--- src/rtl/reducer_pkg.sv ---
// ---------------------------------------------------------------------------
// reducer_pkg
// Shared definitions for the BRAM result reducer:
//   - state_t        : FSM state encoding (S_IDLE / S_RUN / S_DONE)
//   - DEF_*          : default parameter values used by result_reducer_bram
//                      and reducer_rd_ctrl
// ---------------------------------------------------------------------------
package reducer_pkg;

    typedef enum logic [1:0] {
        S_IDLE = 2'b00,
        S_RUN  = 2'b01,
        S_DONE = 2'b10
    } state_t;

    localparam int DEF_CNT_BIT   = 31;
    localparam int DEF_DWIDTH    = 32;
    localparam int DEF_AWIDTH    = 12;
    localparam int DEF_MEM_SIZE  = 4096;
    localparam int DEF_ACC_WIDTH = 32;

endpackage

--- src/rtl/reducer_rd_ctrl.sv ---
// ---------------------------------------------------------------------------
// reducer_rd_ctrl
// Read-address generator and one-stage valid pipeline for the reducer.
// While run is high it issues one BRAM read per cycle (addresses 0,1,2,...)
// until count reads have been issued. valid follows ce by exactly one cycle,
// matching the BRAM read latency, so the consumer knows when q is meaningful.
//
// Ports:
//   clk, reset_n  : clock, asynchronous active-low reset
//   start         : one-cycle pulse on the cycle a run is accepted; clears
//                   the read counter and the valid stage
//   run           : high while the reducer is in S_RUN
//   count         : clamped number of words to read (AWIDTH+1 bits)
//   addr          : BRAM read address (0 when no read is issued)
//   ce            : BRAM chip enable
//   valid         : BRAM data for the previous ce is present this cycle
// ---------------------------------------------------------------------------
module reducer_rd_ctrl
    import reducer_pkg::*;
#(
    parameter int AWIDTH = DEF_AWIDTH
)(
    input  logic              clk,
    input  logic              reset_n,
    input  logic              start,
    input  logic              run,
    input  logic [AWIDTH:0]   count,
    output logic [AWIDTH-1:0] addr,
    output logic              ce,
    output logic              valid
);

    // One extra bit so the counter can reach a full MEM_SIZE count.
    logic [AWIDTH:0] rd_cnt_r;
    logic            valid_r;
    logic            ce_s;

    // Issue a read whenever the run is active and reads remain.
    always_comb begin
        ce_s = 1'b0;
        if (run && (rd_cnt_r < count)) begin
            ce_s = 1'b1;
        end else begin
            ce_s = 1'b0;
        end
    end

    // Read counter and valid stage; valid mirrors ce delayed by one cycle.
    always_ff @(posedge clk or negedge reset_n) begin
        if (!reset_n) begin
            rd_cnt_r <= {(AWIDTH+1){1'b0}};
            valid_r  <= 1'b0;
        end else if (start) begin
            rd_cnt_r <= {(AWIDTH+1){1'b0}};
            valid_r  <= 1'b0;
        end else begin
            valid_r <= ce_s;
            if (ce_s) begin
                rd_cnt_r <= rd_cnt_r + {{AWIDTH{1'b0}}, 1'b1};
            end
        end
    end

    assign ce    = ce_s;
    assign addr  = ce_s ? rd_cnt_r[AWIDTH-1:0] : {AWIDTH{1'b0}};
    assign valid = valid_r;

endmodule

--- src/rtl/result_reducer_bram.sv ---
// ---------------------------------------------------------------------------
// result_reducer_bram
// Streams i_num_cnt words (clamped to MEM_SIZE) out of a BRAM, where each
// word packs two unsigned DWIDTH/2-bit products {r0, r1} (r0 in the upper
// half), and reduces them into running sums (and optionally maxima).
//
// Optional feature: define REDUCER_MAX_EN to build running unsigned maxima
// of r0 / r1 on o_max_0 / o_max_1. Without it both outputs are tied to 0.
//
// Ports:
//   clk, reset_n   : clock, asynchronous active-low reset
//   i_run          : start pulse, honoured only in S_IDLE
//   i_num_cnt      : number of words to reduce
//   o_idle/o_read  : high in S_IDLE / S_RUN
//   o_done         : one-cycle pulse in S_DONE
//   addr_b1, ce_b1, we_b1, q_b1 : BRAM read port (we_b1 always 0,
//                    q_b1 valid one cycle after ce_b1)
//   o_sum_0/1      : sum of r0 / r1, wrapping at ACC_WIDTH
//   o_sum_total    : o_sum_0 + o_sum_1, wrapping at ACC_WIDTH
//   o_max_0/1      : maximum r0 / r1 (REDUCER_MAX_EN only)
// Results are cleared when a run is accepted and then held from S_DONE
// until the next accepted i_run.
// ---------------------------------------------------------------------------
module result_reducer_bram
    import reducer_pkg::*;
#(
    parameter int CNT_BIT   = DEF_CNT_BIT,
    parameter int DWIDTH    = DEF_DWIDTH,
    parameter int AWIDTH    = DEF_AWIDTH,
    parameter int MEM_SIZE  = DEF_MEM_SIZE,
    parameter int ACC_WIDTH = DEF_ACC_WIDTH
)(
    input  logic                  clk,
    input  logic                  reset_n,
    input  logic                  i_run,
    input  logic [CNT_BIT-1:0]    i_num_cnt,
    output logic                  o_idle,
    output logic                  o_read,
    output logic                  o_done,
    output logic [AWIDTH-1:0]     addr_b1,
    output logic                  ce_b1,
    output logic                  we_b1,
    input  logic [DWIDTH-1:0]     q_b1,
    output logic [ACC_WIDTH-1:0]  o_sum_0,
    output logic [ACC_WIDTH-1:0]  o_sum_1,
    output logic [ACC_WIDTH-1:0]  o_sum_total,
    output logic [DWIDTH/2-1:0]   o_max_0,
    output logic [DWIDTH/2-1:0]   o_max_1
);

    localparam int HW = DWIDTH / 2;
    localparam int CW = AWIDTH + 1;
    localparam logic [CNT_BIT-1:0] MEM_SIZE_LIM = CNT_BIT'(MEM_SIZE);
    localparam logic [CW-1:0]      MEM_SIZE_CW  = CW'(MEM_SIZE);

    state_t               state_r;
    state_t               state_nx_s;
    logic                 start_s;
    logic                 run_s;
    logic                 valid_s;
    logic [CW-1:0]        cnt_clamp_s;
    logic [CW-1:0]        cnt_r;
    logic [CW-1:0]        acc_cnt_r;
    logic [HW-1:0]        r0_s;
    logic [HW-1:0]        r1_s;
    logic [ACC_WIDTH-1:0] sum0_r;
    logic [ACC_WIDTH-1:0] sum1_r;
    logic [ACC_WIDTH-1:0] total_r;

    assign start_s = (state_r == S_IDLE) && i_run;
    assign run_s   = (state_r == S_RUN);
    assign r0_s    = q_b1[DWIDTH-1:HW];
    assign r1_s    = q_b1[HW-1:0];

    // Clamp the requested word count to the BRAM depth.
    always_comb begin
        cnt_clamp_s = {CW{1'b0}};
        if (i_num_cnt > MEM_SIZE_LIM) begin
            cnt_clamp_s = MEM_SIZE_CW;
        end else begin
            cnt_clamp_s = CW'(i_num_cnt);
        end
    end

    // FSM state register.
    always_ff @(posedge clk or negedge reset_n) begin
        if (!reset_n) begin
            state_r <= S_IDLE;
        end else begin
            state_r <= state_nx_s;
        end
    end

    // FSM next state: the run ends once every requested word has been
    // accumulated, which also covers a zero count on the first RUN cycle.
    always_comb begin
        state_nx_s = state_r;
        case (state_r)
            S_IDLE: begin
                if (i_run) begin
                    state_nx_s = S_RUN;
                end else begin
                    state_nx_s = S_IDLE;
                end
            end
            S_RUN: begin
                if (acc_cnt_r == cnt_r) begin
                    state_nx_s = S_DONE;
                end else begin
                    state_nx_s = S_RUN;
                end
            end
            S_DONE:  state_nx_s = S_IDLE;
            default: state_nx_s = S_IDLE;
        endcase
    end

    assign o_idle = (state_r == S_IDLE);
    assign o_read = (state_r == S_RUN);
    assign o_done = (state_r == S_DONE);
    assign we_b1  = 1'b0;

    reducer_rd_ctrl #(
        .AWIDTH (AWIDTH)
    ) u_rd_ctrl (
        .clk     (clk),
        .reset_n (reset_n),
        .start   (start_s),
        .run     (run_s),
        .count   (cnt_r),
        .addr    (addr_b1),
        .ce      (ce_b1),
        .valid   (valid_s)
    );

    // Count latch and sum accumulation; cleared when a run is accepted.
    always_ff @(posedge clk or negedge reset_n) begin
        if (!reset_n) begin
            cnt_r     <= {CW{1'b0}};
            acc_cnt_r <= {CW{1'b0}};
            sum0_r    <= {ACC_WIDTH{1'b0}};
            sum1_r    <= {ACC_WIDTH{1'b0}};
            total_r   <= {ACC_WIDTH{1'b0}};
        end else if (start_s) begin
            cnt_r     <= cnt_clamp_s;
            acc_cnt_r <= {CW{1'b0}};
            sum0_r    <= {ACC_WIDTH{1'b0}};
            sum1_r    <= {ACC_WIDTH{1'b0}};
            total_r   <= {ACC_WIDTH{1'b0}};
        end else if (valid_s) begin
            acc_cnt_r <= acc_cnt_r + CW'(1'b1);
            sum0_r    <= sum0_r + ACC_WIDTH'(r0_s);
            sum1_r    <= sum1_r + ACC_WIDTH'(r1_s);
            total_r   <= total_r + ACC_WIDTH'(r0_s) + ACC_WIDTH'(r1_s);
        end
    end

    assign o_sum_0     = sum0_r;
    assign o_sum_1     = sum1_r;
    assign o_sum_total = total_r;

`ifdef REDUCER_MAX_EN
    logic [HW-1:0] max0_r;
    logic [HW-1:0] max1_r;

    // Running unsigned maxima of each half, cleared when a run is accepted.
    always_ff @(posedge clk or negedge reset_n) begin
        if (!reset_n) begin
            max0_r <= {HW{1'b0}};
            max1_r <= {HW{1'b0}};
        end else if (start_s) begin
            max0_r <= {HW{1'b0}};
            max1_r <= {HW{1'b0}};
        end else if (valid_s) begin
            if (r0_s > max0_r) begin
                max0_r <= r0_s;
            end
            if (r1_s > max1_r) begin
                max1_r <= r1_s;
            end
        end
    end

    assign o_max_0 = max0_r;
    assign o_max_1 = max1_r;
`else
    assign o_max_0 = {HW{1'b0}};
    assign o_max_1 = {HW{1'b0}};
`endif

endmodule
--- config.mk ---
export PLATFORM = sky130hd
export DESIGN_NAME = result_reducer_bram
export DESIGN_NICKNAME = d
export VERILOG_FILES = /design/src/rtl/reducer_pkg.sv /design/src/rtl/reducer_rd_ctrl.sv /design/src/rtl/result_reducer_bram.sv
export SDC_FILE = /design/constraint.sdc
export NUM_CORES = 1
export LEC_CHECK = 0
export BUFFER_PORTS_ARGS = -buffer_cell sky130_fd_sc_hd__buf_2
export CAP_MARGIN = 30
export CORE_ASPECT_RATIO = 1.75
export CORE_UTILIZATION = 50
export CTS_CLUSTER_DIAMETER = 100
export DETAILED_ROUTE_END_ITERATION = 16
export GPL_ROUTABILITY_DRIVEN = 0
export PLACE_DENSITY_LB_ADDON = 0.12
export RECOVER_POWER = 100
export SLEW_MARGIN = 40
export SYNTH_ARGS = -nofsm -noshare
export SYNTH_HDL_FRONTEND = slang
export SYNTH_SLANG_ARGS = --single-unit
export TNS_END_PERCENT = 50
--- constraint.sdc ---
create_clock -name clk -period 8.5 [get_ports clk]
set_clock_uncertainty 0.05 [all_clocks]
set_input_delay 0.85 -clock clk [delete_from_list [all_inputs] [get_ports clk]]
set_output_delay 0.85 -clock clk [all_outputs]
set_load 0.02 [all_outputs]
==> results.md <==
- Remaining Overflow, GRT: 0
- Hold-fix buffers at CTS: 0
- Leak: 5.15 nW
- Endpoints failing setup: 0
- HP Class: reg -> reg
- Vias/cell: 5.62
- Failing checks: max-capacitance violations, max-slew violations
- Critical Path Fanout Max: 66
- Synth Instances: 1061
- Setup TNS: 0 ns
- CTS resizes: 0
- Register bit total from synthesis: 138
- Library cells used by synthesis: 70
- Die height: 186 µm
- Number of detailed-route iterations in the first pass: 4
- Final slew viol count: 259
- Worst Setup SP: u_rd_ctrl.valid$_DFF_PN0_
- DR vias: 8336
- Share of post-route cells with drive strength above 1: 0.101
- Core Footprint: 0.0190 mm²
- Cell area power density: 368 mW/mm²
- Peak VDD IR: 0.000230 V
- PortBufs: 177
- Worst path cell trace: clkbuf_1 -> inv_1 -> clkbuf_1 -> or3_1 -> o211ai_1
- CTS tree: yes
- Max-Cap Viols: 4
- Drt total wl: 26000 µm
- Vias in the first global route: 8203
- Hpwl dp: 19200 µm
- Area of the multi-input gates: 0.00575 mm²
- RSZ-0062 raised after global routing: no
- H-tree levels: 4
- Seq/Total Area, Yosys: 0.357
- Area growth syn-to-layout: 14.8%
- Fmax: 0.183 GHz
- Critical path class: reg -> reg
- Synth Flop Type: dfrtp_1
- Final Cycle Share: 0.643
- Fin cells: 1484
- Crit path DAT: 5.76 ns
- Largest net degree at the start of global routing: 74
- Fin nets: 1376
- Initial Util: 0.508
- Placed Cells: 1451
- Final hold vios: 0
- Gate family responsible for the most delay along the worst path: buffers and inverters
- Register Area: 0.00345 mm²
- Startpoint types: flop
- Insertion delay to the later sink of the worst-skew pair: 0.43 ns
- CP max stage cell: clkbuf_1
- CP required: 8.79 ns
- Initial antenna violation count: 1
- First-pass GRT wire length: 41300 µm
- # fillers: 1814
- Worst-Margin Slew: 3.84 ns
- Seq pwr share: 0.264
- WP buf/inv: 3
- Syn Std Cell Area: 0.00967 mm²
- Number of CTS-inserted buffers: 17
- Ys async rst share: 1.00
- Max incr delay on CP: 2.56 ns
- Final antenna-violating net count: 0
- Clock slew at reported path FFs: 0.06 ns
- Drt drc: 0
- Rel. slew slack: -1.56
- Routed WL per cell: 17.5 µm
- Power Internal: 2.23 mW
- Combinational share of power: 0.539
- I/O pin total: 211
- Post-CTS setup buffers: 0
- Net Sw Frac: 0.454
- Hold path startpoint: u_rd_ctrl.rd_cnt_r[12]$_DFFE_PN0P_
- Die W: 107 µm
- Number of synthesized flops with an enable pin: 0
- Most frequent CP cell: clkbuf_1
- GRT Util Overall: 0.271
- Ys Warns: 0
- Root Buffer: clkbuf_16
- Setup crit end kind: flop
- Mean Syn Cell Area: 9.12 µm²
- Full die area: 0.0199 mm²
- Reg2reg start: u_rd_ctrl.valid$_DFF_PN0_
- Clk pwr share: 0.197
- Clock buffer depth: 2
- Number of core rows: 67
- 1st-iter DRT viols: 363
- Sw Pwr: 1.85 mW
- Final min period: 5.47 ns
- Clock Sinks: 138
- Outcome: finished, violations left
[path summary, 6_finish.rpt]
check,cells after the start,end,slack (ns)
worst max register to register,5,o_sum_0[15]$_DFFE_PN0P_,3.03
worst min register to register,1,u_rd_ctrl.rd_cnt_r[12]$_DFFE_PN0P_,0.45
worst min-delay path,1,u_rd_ctrl.rd_cnt_r[12]$_DFFE_PN0P_,0.45
max in group asynchronous,1,o_sum_total[4]$_DFFE_PN0P_,4.55
worst max-delay path,5,o_sum_0[15]$_DFFE_PN0P_,3.03
min in group asynchronous,1,o_sum_0[30]$_DFFE_PN0P_,1.71
[sequential cells by signal, indices dropped and copies added (netlist names)]
signal and flops:
o_sum_0 32, o_sum_1 32, o_sum_total 32, acc_cnt_r 13, cnt_r 13, u_rd_ctrl.rd_cnt_r 13
state_r 2, u_rd_ctrl.valid 1
[cells in the mapped netlist (12+ instances only)]
master,instances,area share
a211oi_1,15,0.012
a21o_1,25,0.019
a21oi_1,65,0.034
and2_1,16,0.010
and3_1,15,0.0097
buf_4,34,0.026
clkbuf_1,25,0.0097
dfrtp_1,138,0.36
fa_1,19,0.039
ha_1,62,0.080
inv_1,45,0.017
mux2i_1,30,0.031
nand2_1,81,0.031
nand3_1,43,0.022
nand4_1,27,0.017
nor2_1,121,0.047
nor3_1,12,0.0062
o211ai_1,12,0.0093
o21a_1,13,0.010
o21ai_0,49,0.025
xnor2_1,35,0.032
xor2_1,55,0.050
[layout make-up]
| class | instances | area share |
|---|---|---|
| diodes | 1 | 0.000225 |
| clock buffers | 18 | 0.0395 |
| clock inverters | 14 | 0.0176 |
| inverters | 45 | 0.0152 |
| multi-input cells | 843 | 0.518 |
| flip-flops and latches | 138 | 0.311 |
| well taps | 241 | 0.0272 |
| repair buffers | 184 | 0.0711 |
[power groups by stage]
stage          Clock, mW  Sequential [mW]  Combinational, mW
3_3_place_gp           0             1.08               2.21
6_report           0.804             1.08               2.20
4_1_cts            0.818             1.07               2.25
2_1_floorplan          0             1.20               1.53
3_5_place_dp           0             1.08               2.24
5_1_grt            0.843             1.10               2.46
[cell usage in the layout (no fill, tap or decap), types with 10 or more instances in the layout]
master	n
o21a_1	13
mux2i_1	30
xnor2_1	35
nor3_1	13
o211ai_1	13
inv_1	45
or3_1	10
a21oi_1	66
nor4_1	10
ha_1	62
clkbuf_1	112
o21ai_0	49
nand4_1	27
conb_1	33
dfrtp_1	137
buf_2	70
fa_1	19
a21o_1	25
a211oi_1	15
xor2_1	55
nand3_1	43
and3_1	15
nand2_1	81
clkbuf_16	17
nor2_1	121
[stage by stage]
stage	util	hold slack [ns]	setup WS (ns)	cell area [µm²]	total power, mW
after global placement	0.560	0.415	4.76	10700	3.29
after floorplan	-	0.399	5.16	9790	2.74
final	0.584	0.453	3.03	11100	4.08
after detailed placement	0.560	0.446	4.74	10700	3.32
after CTS	0.593	0.401	4.71	11300	4.14
after global routing	0.583	0.500	2.50	11100	4.41
[cell families after synthesis]
group,Yosys count,share of synthesized area
compound gates,237,0.166
mux,30,0.0310
fa+ha+maj,81,0.120
simple gates,372,0.187
buf+inv,112,0.0582
flops,138,0.357
other cells,1,0.000388
xor+xnor,90,0.0815
[routing by layer]
metal	track usage	vias to the layer above	routed length, µm
met1	0.289	4073	9880
li1	-	4031	-
met2	0.516	192	14300
met5	0	-	0
met3	0.0571	40	1230
met4	0.0992	0	611
Power figures use the tool's default switching activity.
